==> src/rtl/fifo_word_packer.sv <==
`default_nettype none
// ============================================================================
// Module   : fifo_word_packer
// Brief    : Drains a synchronous byte FIFO (rd_en / empty / registered rdata)
//            and packs LANES consecutive entries into one valid/ready word.
//            Partial words leave on flush_i. When FIFO_PACK_TIMEOUT_EN is
//            defined, an idle timer also flushes after TIMEOUT idle cycles.
// Revision : 1.0 - initial release
// ============================================================================
module fifo_word_packer #(
  parameter int WIDTH   = 8,
  parameter int LANES   = 4,
  parameter int CNT_W   = 3,
  parameter int TIMEOUT = 16
) (
  input  logic                   clk_i,
  input  logic                   rst_i,
  input  logic                   fifo_empty_i,
  output logic                   fifo_rd_en_o,
  input  logic [WIDTH-1:0]       fifo_rdata_i,
  input  logic                   flush_i,
  output logic [WIDTH*LANES-1:0] m_data_o,
  output logic [LANES-1:0]       m_keep_o,
  output logic                   m_last_o,
  output logic                   m_valid_o,
  input  logic                   m_ready_i
);

  localparam logic [CNT_W:0]   c_lanes_ext = (CNT_W+1)'(LANES);
  localparam logic [CNT_W-1:0] c_lanes     = CNT_W'(LANES);

  // Assembly side state
  logic [CNT_W-1:0]       cnt_q, cnt_d;
  logic                   pend_q, pend_d;
  logic [WIDTH*LANES-1:0] asm_q, asm_d;
  logic                   flush_pend_q, flush_pend_d;

  // Output register state
  logic [WIDTH*LANES-1:0] data_q, data_d;
  logic [LANES-1:0]       keep_q, keep_d;
  logic                   last_q, last_d;
  logic                   valid_q, valid_d;

  logic             w_out_free;
  logic             w_occupied;
  logic             w_room;
  logic             w_can_pop;
  logic             w_timeout;
  logic             w_flush_req;
  logic             w_flush_eff;
  logic             w_full;
  logic             w_xfer;
  logic [LANES-1:0] w_keep_mask;

  assign w_out_free = !valid_q || m_ready_i;
  // A byte is either already in a lane or still in flight from the FIFO.
  assign w_occupied = (cnt_q != '0) || pend_q;
  // In-flight bytes reserve a lane, so cnt + pend never exceeds LANES.
  assign w_room     = ({1'b0, cnt_q} + {{CNT_W{1'b0}}, pend_q}) < c_lanes_ext;
  // Pop permission before a fresh flush request is taken into account; the
  // idle timer looks at this so that the timeout path has no loop through it.
  assign w_can_pop  = !rst_i && !fifo_empty_i && w_room && !flush_pend_q;
  assign w_full     = (cnt_q == c_lanes);

`ifdef FIFO_PACK_TIMEOUT_EN
  localparam int                c_tmr_w      = $clog2(TIMEOUT + 1);
  localparam logic [c_tmr_w-1:0] c_timeout_m1 = c_tmr_w'(TIMEOUT - 1);

  logic [c_tmr_w-1:0] timer_q, timer_d;
  logic               w_idle;

  assign w_idle    = (cnt_q != '0) && !pend_q && !w_can_pop;
  // Fires on the edge that completes the TIMEOUT-th idle cycle.
  assign w_timeout = w_idle && (timer_q == c_timeout_m1);

  // Idle timer: restarts on capture, transfer or its own expiry.
  always_comb begin
    timer_d = timer_q;
    if (w_xfer || pend_q || w_timeout) begin
      timer_d = '0;
    end else if (w_idle) begin
      timer_d = timer_q + 1'b1;
    end
  end

  // Idle timer register
  always_ff @(posedge clk_i) begin
    if (rst_i) begin
      timer_q <= '0;
    end else begin
      timer_q <= timer_d;
    end
  end
`else
  // No timer in this build; TIMEOUT is kept in the parameter list so both
  // builds share one interface, and this constant-false term consumes it.
  assign w_timeout = (TIMEOUT < 0);
`endif

  // A flush only means something when there is data to emit.
  assign w_flush_req  = (flush_i || w_timeout) && w_occupied;
  assign w_flush_eff  = flush_pend_q || w_flush_req;
  assign fifo_rd_en_o = w_can_pop && !w_flush_req;
  // Partial words wait for the in-flight byte before leaving.
  assign w_xfer       = w_out_free &&
                        (w_full || (w_flush_eff && !pend_q && (cnt_q != '0)));

  // Lane-valid mask for the word currently being assembled.
  always_comb begin
    w_keep_mask = '0;
    for (int i = 0; i < LANES; i++) begin
      w_keep_mask[i] = (CNT_W'(i) < cnt_q);
    end
  end

  // Next-state: capture into lane cnt, or move the assembly to the output.
  always_comb begin
    cnt_d        = cnt_q;
    asm_d        = asm_q;
    pend_d       = fifo_rd_en_o;
    flush_pend_d = flush_pend_q || w_flush_req;
    data_d       = data_q;
    keep_d       = keep_q;
    last_d       = last_q;
    valid_d      = valid_q;

    if (valid_q && m_ready_i) begin
      valid_d = 1'b0;
    end

    // Transfer and capture are exclusive: a transfer needs pend_q == 0.
    if (w_xfer) begin
      data_d       = asm_q;
      keep_d       = w_keep_mask;
      last_d       = w_flush_eff;
      valid_d      = 1'b1;
      cnt_d        = '0;
      asm_d        = '0;
      flush_pend_d = 1'b0;
    end else if (pend_q) begin
      for (int i = 0; i < LANES; i++) begin
        if (cnt_q == CNT_W'(i)) begin
          asm_d[i*WIDTH +: WIDTH] = fifo_rdata_i;
        end
      end
      cnt_d = cnt_q + 1'b1;
    end
  end

  // State registers
  always_ff @(posedge clk_i) begin
    if (rst_i) begin
      cnt_q        <= '0;
      pend_q       <= 1'b0;
      asm_q        <= '0;
      flush_pend_q <= 1'b0;
      data_q       <= '0;
      keep_q       <= '0;
      last_q       <= 1'b0;
      valid_q      <= 1'b0;
    end else begin
      cnt_q        <= cnt_d;
      pend_q       <= pend_d;
      asm_q        <= asm_d;
      flush_pend_q <= flush_pend_d;
      data_q       <= data_d;
      keep_q       <= keep_d;
      last_q       <= last_d;
      valid_q      <= valid_d;
    end
  end

  assign m_data_o  = data_q;
  assign m_keep_o  = keep_q;
  assign m_last_o  = last_q;
  assign m_valid_o = valid_q;

endmodule
`default_nettype wire

==> config.mk <==
export PLATFORM = sky130hd
export DESIGN_NAME = fifo_word_packer
export DESIGN_NICKNAME = d
export VERILOG_FILES = /design/src/rtl/fifo_word_packer.sv
export SDC_FILE = /design/constraint.sdc
export NUM_CORES = 1
export LEC_CHECK = 0
export CORE_MARGIN = 2
export CORE_UTILIZATION = 45
export DETAILED_ROUTE_END_ITERATION = 7
export HOLD_SLACK_MARGIN = 0.12
export PLACE_DENSITY_LB_ADDON = 0.15
export SYNTH_ARGS = -nofsm -noshare
export SYNTH_HDL_FRONTEND = slang
export SYNTH_SLANG_ARGS = --single-unit
==> constraint.sdc <==
create_clock -name clk_i -period 3.5 [get_ports clk_i]
set_clock_uncertainty 0.2 [all_clocks]
set_input_delay 0.525 -clock clk_i [delete_from_list [all_inputs] [get_ports clk_i]]
set_output_delay 0.525 -clock clk_i [all_outputs]
set_load 0.005 [all_outputs]
==> key figures, run 1 <==
STA
  – Actual slew at the worst max-slew pin: 0.552 ns
  – Setup TNS: 0 ns
  – Final setup violating endpoints: 0
  – Max Slew Vio Count: 0
  – Max_slew headroom: 63.2%
  – Fin crit period: 3.22 ns
  – Period utilization: 91.9%
  – Fmax achieved: 311 MHz
  – RSZ-0062 raised after global routing: false
  – Fin. Hold Viols: 0

Global route
  – Total grt overflow: 0
  – Met1 GRT Util: 27.8%
  – GRT Resource Usage Total: 20.4%
  – Met3 usage: 5.01%
  – GR peak layer: met2
  – Largest net degree at the start of global routing: 39
  – Vias in the first global route: 2,295
  – Initial antenna violation count: 0
  – First-pass GRT wire length: 11.5 mm
  – Met2 usage: 30.7%

Critical path
  – Crit path max-delay family: buffers and inverters
  – Worst r2r src: cnt_q[0]
  – Crit-path max cell delay: 0.52 ns
  – Slowest-stage cell, CP: ha_1
  – Crit path arrival time: 2.49 ns
  – CP Capture Type: output pin
  – Worst Path Max Fanout: 14
  – Setup CP Type: flip-flop to output pin
  – Critical path required time: 2.77 ns
  – Worst Setup SP: cnt_q[0]
  – Crit path cell chain: inv_1 > ha_1 > nand2_1 > a21oi_1 > and3_1 > clkdlybuf4s50_1
  – Worst path bufs/invs: 2
  – Worst Setup Start Kind: flip-flop

Logic synthesis
  – Largest cells by area after synthesis: dfxtp_1 52%, a21oi_1 11%, nand3_1 8.6%
  – Mapped Nets: 354
  – Synth Warn #: 0
  – Yosys cell types: 28
  – Cells after Synth: 338
  – FF+latch count, synth: 75
  – Syn avg cell area: 8.58 µm²
  – Post-synth top area share: 51.8%
  – Post-synth top area cell: dfxtp_1
  – Register area share after synthesis: 51.8%
  – Mapped Area: 2900 µm²

CTS
  – Clock transition at path regs: 0.08 ns
  – Worst-Skew Late Latency: 0.35 ns
  – Clock sinks: 75
  – CTS resizes: 0
  – Max clock buf depth: 2
  – Root buf cell: clkbuf_8
  – Post-CTS Setup Bufs: 0
  – TritonCTS clock tree: yes
  – H-tree levels: 3
  – CTS Buf Count: 9
  – # hold bufs at CTS: 0

Pwr
  – Peak supply drop: 343 µV
  – Leak: 1.18 nW
  – Final Power: 1.63 mW
  – Sequential share of power: 54.6%
  – Pwr Density: 455 nW/µm²
  – Switching Fraction: 26.0%
  – Clk pwr share: 35.2%
  – Combinational power share: 10.2%
  – Switching power: 0.422 mW
  – Internal power: 1.20 mW

Floorplanning
  – Initial core utilization: 46.2%
  – # IOs: 52
  – Core area: 6280 µm²
  – Die height: 84.3 µm
  – Die Wd: 84.3 µm
  – Die area: 7100 µm²
  – # rows: 29

Final layout
  – Total Nets Final: 395
  – Commonest non-fill, non-tap cell in the layout: dfxtp_1
  – Inserted Diodes: 0
  – Most frequent cells in the layout: 75 x dfxtp_1, 62 x a21oi_1, 51 x clkdlybuf4s50_1
  – Multi-input gate area: 1220 µm²
  – Fillers: 618
  – Storage cell area: 1500 µm²
  – Layout cell share with drive strength beyond 1: 6.79%
  – Area growth from synthesis to layout: 23.2%

Detailed routing
  – 1st-iter DRT viols: 156
  – Vias: 2,512
  – DR DRC count: 0
  – Drt total wl: 6.86 mm
  – Vias per cell: 5.46
  – ANT nets after route: 0
  – DR WL/cell: 14.9 µm
  – TritonRoute pass-1 iters: 5

Placed design
  – Routability congestion estimate: 0.790
  – PortBufs: 51
  – HPWL after detailed placement: 4.30 mm

Job
  – Max Cap Viol: 0

Status
  – Status: finished clean

Hold path
  – Min-delay src: asm_q[24]
  – Worst hold-check path type: flip-flop to flip-flop
through the flow:
| step | utilization (%) | setup slack (ns) | hold slack [ns] | area (µm²) | std cells |
|---|---|---|---|---|---|
| detailed placement | 54.4 | 0.692 | 0.247 | 3410 | 445 |
| global route | 56.9 | 0.161 | 0.275 | 3570 | 460 |
| floorplan | - | 1.53 | 0.234 | 2900 | 338 |
| CTS | 56.9 | 0.294 | 0.256 | 3570 | 460 |
| finish | 56.9 | 0.283 | 0.258 | 3570 | 460 |
| global placement | 54.4 | 0.778 | 0.246 | 3410 | 445 |
cell families (layout without fill, tap and decap cells):
family	after synthesis	in the layout	synth area share, %
buffers and inverters	33	78	6.04
and+or+nand+nor	112	112	17.3
xor gates and xnor gates	2	2	0.604
AOI/OAI and AO/OA	104	104	19.8
DFF	75	75	51.8
muxes	9	9	3.11
adders and majority gates	3	3	1.29
sequential cells by signal, indices dropped and copies added (netlist names):
name / flops
asm_q: 32
m_data_o: 32
m_keep_o: 4
cnt_q: 3
flush_pend_q: 1
m_last_o: 1
m_valid_o: 1
pend_q: 1
power groups by stage:
| stage | clock network, mW | registers [mW] | logic, mW |
|---|---|---|---|
| floorplan | 0 | 0.902 | 0.111 |
| global placement | 0 | 0.906 | 0.162 |
| detailed placement | 0 | 0.907 | 0.163 |
| CTS | 0.584 | 0.888 | 0.164 |
| global route | 0.627 | 0.890 | 0.180 |
| finish | 0.573 | 0.888 | 0.165 |
cell usage after synthesis, drive strengths merged:
cell type  count
o31a           1
mux2i          9
nand2b         1
a311oi         1
o21a           1
nor2          16
a21oi         62
xnor2          1
nand2         37
xor2           1
nor3           2
inv            3
buf           14
ha             3
nor2b          2
dfxtp         75
a211oi         3
o21ai         33
o31ai          1
nand3         50
clkbuf        16
a31o           1
and3           4
o211a          1
worst paths after layout:
path,to,slack (ns),cells past startpoint
setup / recovery,fifo_rd_en_o,0.28,6
hold / removal,asm_q[24],0.26,2
setup reg to reg,asm_q[19],0.81,8
hold reg to reg,asm_q[24],0.26,2
tightest hold or removal path: stages (launching register included):
cell	delay [ns]
dfxtp_1	0.31
nand2_1	0.05
a21oi_1	0.05
layer usage:
layer / vias up / share of wire [%]
li1: 1254 / -
met1: 1187 / 47
met2: 61 / 46
met3: 10 / 4.5
met4: 0 / 1.6
met5: - / 0
final cells by class:
class,instances,share of cell area [%]
Sequential cell,75,42.0
Multi-Input combinational cell,230,34.3
Timing Repair Buffer,60,16.2
Clock buffer,12,4.06
Tap cell,77,2.70
Clock inverter,3,0.420
Inverter,3,0.315
Note: power is estimated with default switching activity, not from simulation.
==> run 2: changes to the inputs <==
--- a/config.mk
+++ b/config.mk
@@ -5,8 +5,11 @@
 export SDC_FILE = /design/constraint.sdc
 export NUM_CORES = 1
 export LEC_CHECK = 0
+export CAP_MARGIN = 0
+export CELL_PAD_IN_SITES_DETAIL_PLACEMENT = 0
+export CELL_PAD_IN_SITES_GLOBAL_PLACEMENT = 2
 export CORE_MARGIN = 2
-export CORE_UTILIZATION = 45
+export CORE_UTILIZATION = 33
 export DETAILED_ROUTE_END_ITERATION = 7
 export HOLD_SLACK_MARGIN = 0.12
 export PLACE_DENSITY_LB_ADDON = 0.15
==> constraint.sdc (replaced) <==
create_clock -name clk_i -period 3.5 [get_ports clk_i]
set_clock_uncertainty 0.2 [all_clocks]
set_input_delay 0.875 -clock clk_i [delete_from_list [all_inputs] [get_ports clk_i]]
set_output_delay 0.875 -clock clk_i [all_outputs]
set_load 0.005 [all_outputs]
==> run 2 against run 1 <==
Register-to-register slack better by 0.24 ns. Setup slack worse by 0.033 ns. Routed wire length up 6.2%. Critical path depth down 2. Clock power up 22%. Power up 8.3%. Die area up 35%. Critical endpoint unchanged. Largest power group unchanged.
==> key figures, run 2 (synthesis results as in run 1) <==
Pwr
  – Peak supply drop: 236 µV (was 343 µV)
  – Leak: 1.23 nW (was 1.18 nW)
  – Final Power: 1.76 mW (was 1.63 mW)
  – Pwr Density: 475 nW/µm² (was 455 nW/µm²)

Global route
  – Initial antenna violation count: 0 (unchanged)
  – GRT Resource Usage Total: 16.0% (was 20.4%)
  – First-pass GRT wire length: 12.1 mm (was 11.5 mm)
  – Total grt overflow: 0 (unchanged)
  – Largest net degree at the start of global routing: 39 (unchanged)
  – Vias in the first global route: 2,389 (was 2,295)

Critical path
  – Crit-path most repeated cell: clkdlybuf4s50_1
  – CP Capture Type: output pin (unchanged)
  – Worst Path Max Fanout: 2 (was 14)
  – Crit path cell chain: clkdlybuf4s50_1 > nor3_1 > and3_1 > clkdlybuf4s50_1 (was inv_1 > ha_1 > nand2_1 > a21oi_1 > and3_1 > clkdlybuf4s50_1)
  – Slowest-stage cell, CP: clkdlybuf4s50_1 (was ha_1)
  – Crit-path max cell delay: 0.50 ns (was 0.52 ns)
  – Setup CP Type: primary input to output pin (was flip-flop to output pin)
  – Crit path arrival time: 2.18 ns (was 2.49 ns)
  – Worst R2R Setup Slack: 1.05 ns (was 0.81 ns)
  – Worst Setup Start Kind: primary input (was flip-flop)
  – Critical path required time: 2.42 ns (was 2.77 ns)
  – Register-to-Register Path Depth: 7 (was 8)
  – Worst r2r dst: m_keep_o[0] (was asm_q[19])
  – Worst r2r src: cnt_q[0] (unchanged)

Hold path
  – Worst hold-check path type: flip-flop to flip-flop (unchanged)
  – Min-delay src: asm_q[22] (was asm_q[24])
  – Hold Path End: asm_q[22] (was asm_q[24])
  – Hold Crit Depth: 2 (unchanged)

Detailed routing
  – 1st-iter DRT viols: 129 (was 156)
  – DR DRC count: 0 (unchanged)
  – Met3 Wirelength: 263 µm (was 310 µm)
  – Vias per cell: 4.96 (was 5.46)
  – TritonRoute pass-1 iters: 4 (was 5)
  – Routed wl met2: 3.25 mm (was 3.19 mm)
  – ANT nets after route: 0 (unchanged)
  – DR WL/cell: 14.7 µm (was 14.9 µm)
  – Drt total wl: 7.29 mm (was 6.86 mm)
  – Detailed-routing wirelength on met1: 3.64 mm (was 3.25 mm)
  – Max layer used: met4 (unchanged)
  – Vias: 2,459 (was 2,512)

Final layout
  – Final Util: 42.9% (was 56.9%)
  – Most frequent cells in the layout: 75 x dfxtp_1, 62 x a21oi_1, 51 x clkdlybuf4s50_1 (unchanged)
  – Inserted Diodes: 0 (unchanged)
  – Commonest non-fill, non-tap cell in the layout: dfxtp_1 (unchanged)
  – Area growth from synthesis to layout: 27.8% (was 23.2%)
  – Total Nets Final: 399 (was 395)
  – Design area: 3710 µm² (was 3570 µm²)
  – Final Non-Filler Cells: 496 (was 460)
  – Layout cell share with drive strength beyond 1: 8.51% (was 6.79%)
  – Fillers: 895 (was 618)

Placed design
  – PortBufs: 51 (unchanged)
  – Dpl cells: 480 (was 445)
  – Routability congestion estimate: 0.734 (was 0.790)
  – Cell Area, Placed: 3490 µm² (was 3410 µm²)
  – Post-placement setup slack: 0.233 ns (was 0.692 ns)
  – HPWL after detailed placement: 5.02 mm (was 4.30 mm)

Floorplanning
  – Core area: 8640 µm² (was 6280 µm²)
  – # IOs: 52 (unchanged)
  – Initial core utilization: 33.6% (was 46.2%)
  – # rows: 34 (was 29)
  – Die Wd: 97.7 µm (was 84.3 µm)
  – Die area: 9550 µm² (was 7100 µm²)
  – Die height: 97.7 µm (was 84.3 µm)

STA
  – Fin. Hold Viols: 0 (unchanged)
  – Fmax achieved: 308 MHz (was 311 MHz)
  – Max Slew Vio Count: 0 (unchanged)
  – RSZ-0062 raised after global routing: false (unchanged)
  – Fin crit period: 3.25 ns (was 3.22 ns)
  – Setup TNS: 0 ns (unchanged)
  – Worst setup slack after layout: 0.250 ns (was 0.283 ns)
  – Actual slew at the worst max-slew pin: 0.522 ns (was 0.552 ns)
  – Period utilization: 92.9% (was 91.9%)
  – WHS: 0.258 ns (about the same)
  – Max_slew headroom: 65.2% (was 63.2%)
  – Final setup violating endpoints: 0 (unchanged)

CTS
  – CTS resizes: 0 (unchanged)
  – CTS Buf Count: 9 (unchanged)
  – H-tree levels: 3 (unchanged)
  – Post-CTS Setup Bufs: 0 (unchanged)
  – Max clock buf depth: 2 (unchanged)
  – # hold bufs at CTS: 0 (unchanged)
  – Clock sinks: 75 (unchanged)
  – TritonCTS clock tree: yes (unchanged)
  – Clock transition at path regs: 0.07 ns (was 0.08 ns)
  – Root buf cell: clkbuf_8 (unchanged)
  – Worst-Skew Late Latency: 0.34 ns (was 0.35 ns)

Job
  – Max Cap Viol: 0 (unchanged)

Status
  – Status: finished clean (unchanged)
## run 2: cell count changes in the layout (fill, tap and decap cells not counted)
cell | previous run | this run
buf_12 | 0 | 1
buf_4 | 9 | 12
bufinv_16 | 0 | 1
clkbuf_1 | 2 | 0
clkbuf_8 | 10 | 12
clkinv_2 | 3 | 2
clkinvlp_4 | 0 | 1
## run 2: metal layers
metal	up-vias	GRT usage [%]
met5	-	0
met4	0	6.73
met3	11	3.08
met2	50	23.8
met1	1134	22.7
li1	1264	-
## run 2: power by group
part           internal [mW]  switching [mW]
sequential             0.872          0.0161
combinational         0.0687           0.106
clock                  0.385           0.312
## run 2: worst max-delay path by stage
| stage | from | cells after the start | slack, ns | to |
|---|---|---|---|---|
| 4_1_cts | fifo_empty_i | 4 | 0.22 | fifo_rd_en_o |
| 5_1_grt | fifo_empty_i | 4 | 0.16 | fifo_rd_en_o |
| 3_5_place_dp | fifo_empty_i | 4 | 0.23 | fifo_rd_en_o |
| 3_3_place_gp | fifo_empty_i | 4 | 0.23 | fifo_rd_en_o |
| 6_report | fifo_empty_i | 4 | 0.25 | fifo_rd_en_o |
| 2_1_floorplan | flush_i | 2 | 1.18 | fifo_rd_en_o |
## run 2: final cells by class
class | count | area [µm²] | share of cell area (%)
multi-input cells | 230 | 1220 | 33.1
clock inverters | 4 | 47.5 | 1.28
repair buffers | 64 | 621 | 16.7
well taps | 108 | 135 | 3.65
clock buffers | 12 | 165 | 4.46
inverters | 3 | 11.3 | 0.304
flip-flops and latches | 75 | 1500 | 40.5
## run 2: worst max-delay path, delay by kind of cell
family	cells	cell delay, ns
buffers and inverters	2	0.90
and+or+nand+nor	2	0.41
==> run 3: changes to the inputs <==
--- a/config.mk
+++ b/config.mk
@@ -9,7 +9,8 @@
 export CELL_PAD_IN_SITES_DETAIL_PLACEMENT = 0
 export CELL_PAD_IN_SITES_GLOBAL_PLACEMENT = 2
 export CORE_MARGIN = 2
-export CORE_UTILIZATION = 33
+export CORE_UTILIZATION = 31
+export CTS_CLUSTER_DIAMETER = 50
 export DETAILED_ROUTE_END_ITERATION = 7
 export HOLD_SLACK_MARGIN = 0.12
 export PLACE_DENSITY_LB_ADDON = 0.15
==> constraint.sdc (replaced) <==
create_clock -name clk_i -period 3.01 [get_ports clk_i]
set_clock_uncertainty 0.2 [all_clocks]
set_input_delay 0.7525 -clock clk_i [delete_from_list [all_inputs] [get_ports clk_i]]
set_output_delay 0.7525 -clock clk_i [all_outputs]
set_load 0.005 [all_outputs]
==> run 3 against run 2 <==
Critical path depth is the same. Clock-buffer cell count is 2 lower. Routed wire length increased by 1.6%. Via count down 0.57%. Die area is 6.2% higher. Non-clock buffer count did not move. Hold slack got worse by 0.0013 ns. Core utilization shrank 2.5 points. Critical path type unchanged. Critical endpoint unchanged. Largest cell class unchanged. Largest power group unchanged.
==> key figures, run 3 (synthesis results as in run 1) <==
Detailed routing
  – Drt total wl: 7.40 mm (was 7.29 mm)
  – Vias: 2,445 (was 2,459)
  – TritonRoute pass-1 iters: 4 (unchanged)
  – 1st-iter DRT viols: 99 (was 129)
  – DR DRC count: 0 (unchanged)
  – Vias per cell: 4.91 (was 4.96)
  – ANT nets after route: 0 (unchanged)
  – DR WL/cell: 14.9 µm (was 14.7 µm)

Final layout
  – Design area: 3700 µm² (was 3710 µm²)
  – Inserted Diodes: 0 (unchanged)
  – Fillers: 974 (was 895)
  – Storage cell area: 1500 µm² (unchanged)
  – Layout cell share with drive strength beyond 1: 8.53% (was 8.51%)
  – Multi-input gate area: 1230 µm² (was 1220 µm²)
  – Final Util: 40.5% (was 42.9%)
  – Commonest non-fill, non-tap cell in the layout: dfxtp_1 (unchanged)
  – Total Nets Final: 399 (unchanged)
  – Final Non-Filler Cells: 498 (was 496)
  – Most frequent cells in the layout: 75 x dfxtp_1, 61 x a21oi_1, 50 x nand3_1, 50 x clkdlybuf4s50_1, 37 x nand2_1 (was 75 x dfxtp_1, 62 x a21oi_1, 51 x clkdlybuf4s50_1)
  – Area growth from synthesis to layout: 27.7% (was 27.8%)

Critical path
  – Worst Setup Start Kind: primary input (unchanged)
  – Crit path arrival time: 1.66 ns (was 2.18 ns)
  – CP Capture Type: output pin (unchanged)
  – Crit path cell chain: clkdlybuf4s50_1 > nor3_2 > and3_1 > dlymetal6s2s_1 (was clkdlybuf4s50_1 > nor3_1 > and3_1 > clkdlybuf4s50_1)
  – Worst Path Max Fanout: 2 (unchanged)
  – Worst r2r dst: asm_q[11] (was m_keep_o[0])
  – Critical path required time: 2.06 ns (was 2.42 ns)
  – Worst R2R Setup Slack: 0.59 ns (was 1.05 ns)
  – Setup CP Type: primary input to output pin (unchanged)
  – Slowest-stage cell, CP: clkdlybuf4s50_1 (unchanged)
  – Worst r2r src: cnt_q[0] (unchanged)
  – Crit-path max cell delay: 0.43 ns (was 0.50 ns)
  – Register-to-Register Path Depth: 6 (was 7)

Floorplanning
  – Die area: 10,100 µm² (was 9550 µm²)
  – # rows: 35 (was 34)
  – Die Wd: 101 µm (was 97.7 µm)
  – Core area: 9150 µm² (was 8640 µm²)
  – # IOs: 52 (unchanged)
  – Initial core utilization: 31.7% (was 33.6%)
  – Die height: 101 µm (was 97.7 µm)

CTS
  – H-tree levels: 3 (unchanged)
  – CTS Buf Count: 9 (unchanged)
  – TritonCTS clock tree: yes (unchanged)
  – Worst-Skew Late Latency: 0.35 ns (was 0.34 ns)
  – Root buf cell: clkbuf_8 (unchanged)
  – Clock sinks: 75 (unchanged)
  – Clock transition at path regs: 0.07 ns (about the same)
  – Max clock buf depth: 2 (unchanged)

STA
  – Fmax achieved: 382 MHz
  – Period utilization: 86.9%
  – Fin. Hold Viols: 0 (unchanged)
  – Setup TNS: 0 ns (unchanged)
  – Max Slew Vio Count: 0 (unchanged)
  – RSZ-0062 raised after global routing: false (unchanged)
  – Fin crit period: 2.62 ns
  – Final setup violating endpoints: 0 (unchanged)
  – Max_slew headroom: 35.1% (was 65.2%)
  – Actual slew at the worst max-slew pin: 0.970 ns (was 0.522 ns)

Placed design
  – Dpl cells: 482 (was 480)
  – HPWL after detailed placement: 4.81 mm (was 5.02 mm)
  – PortBufs: 51 (unchanged)
  – Routability congestion estimate: 0.727 (was 0.734)
  – Cell Area, Placed: 3480 µm² (was 3490 µm²)

Global route
  – Initial antenna violation count: 0 (unchanged)
  – First-pass GRT wire length: 12.2 mm (was 12.1 mm)
  – GRT Resource Usage Total: 15.7% (was 16.0%)
  – Largest net degree at the start of global routing: 39 (unchanged)
  – Vias in the first global route: 2,418 (was 2,389)
  – Total grt overflow: 0 (unchanged)

Pwr
  – Sequential share of power: 49.8% (was 50.5%)
  – Peak supply drop: 177 µV (was 236 µV)
  – Leak: 1.24 nW (was 1.23 nW)
  – Switching power: 0.513 mW (was 0.434 mW)
  – Switching Fraction: 24.8% (was 24.7%)
  – Combinational power share: 10.1% (was 9.9%)
  – Clk pwr share: 40.2% (was 39.6%)
  – Final Power: 2.06 mW (was 1.76 mW)
  – Internal power: 1.55 mW (was 1.33 mW)
  – Pwr Density: 558 nW/µm² (was 475 nW/µm²)

Job
  – Max Cap Viol: 0 (unchanged)

Hold path
  – Hold Crit Depth: 2 (unchanged)
  – Hold Path End: asm_q[0] (was asm_q[22])
  – Worst hold-check path type: flip-flop to flip-flop (unchanged)
  – Min-delay src: asm_q[0] (was asm_q[22])

Status
  – Status: finished clean (unchanged)
==> run 3: critical path: cells and delay by family <==
family / cells / cell delay [ns]
buffers and inverters: 2 / 0.55
AND/OR/NAND/NOR: 2 / 0.36
==> run 3: how the worst max path moves through the flow <==
stage / start / end / slack (ns) / cells after the start
floorplan: cnt_q[0] / fifo_rd_en_o / 0.88 / 5
global placement: fifo_empty_i / fifo_rd_en_o / 0.04 / 4
detailed placement: fifo_empty_i / fifo_rd_en_o / 0.03 / 4
CTS: fifo_empty_i / fifo_rd_en_o / 0.02 / 4
global route: rst_i / fifo_rd_en_o / 0.31 / 4
finish: rst_i / fifo_rd_en_o / 0.39 / 4
==> run 3: through the flow <==
| step | hold slack, ns | setup WS, ns |
|---|---|---|
| final | 0.257 | 0.393 |
| after global routing | 0.267 | 0.312 |
| after CTS | 0.260 | 0.0220 |
| after detailed placement | 0.248 | 0.0263 |
| after global placement | 0.248 | 0.0422 |
| after floorplan | 0.234 | 0.883 |
==> run 3: metal layers <==
metal,GRT usage [%],wire length (µm)
met5,0,0
met4,6.64,125
met3,3.54,228
met2,23.5,3290
met1,21.7,3760
==> run 3: area by class of cell <==
class                      count  share of cell area [%]
sequential                    75                    40.6
multi-input combinational    230                    33.3
timing repair buffer          64                    16.5
tap                          111                    3.75
clock buffer                  10                    3.45
clock inverter                 5                    2.13
inverter                       3                   0.304
==> run 3: timing repair <==
| action | CTS | global route |
|---|---|---|
| resized for setup | 0 | 3 |
| endpoints found under the setup margin | 0 | 1 |
| buffers inserted | 0 | 1 |
| hold buffers | 0 | 0 |
==> run 3: power by group through the flow <==
stage               clock network [mW]  registers [mW]  logic (mW)
detailed placement                   0            1.05       0.208
floorplan                            0            1.05       0.130
global placement                     0            1.05       0.208
finish                           0.829            1.03       0.208
global route                     0.894            1.03       0.231
CTS                              0.858            1.03       0.208
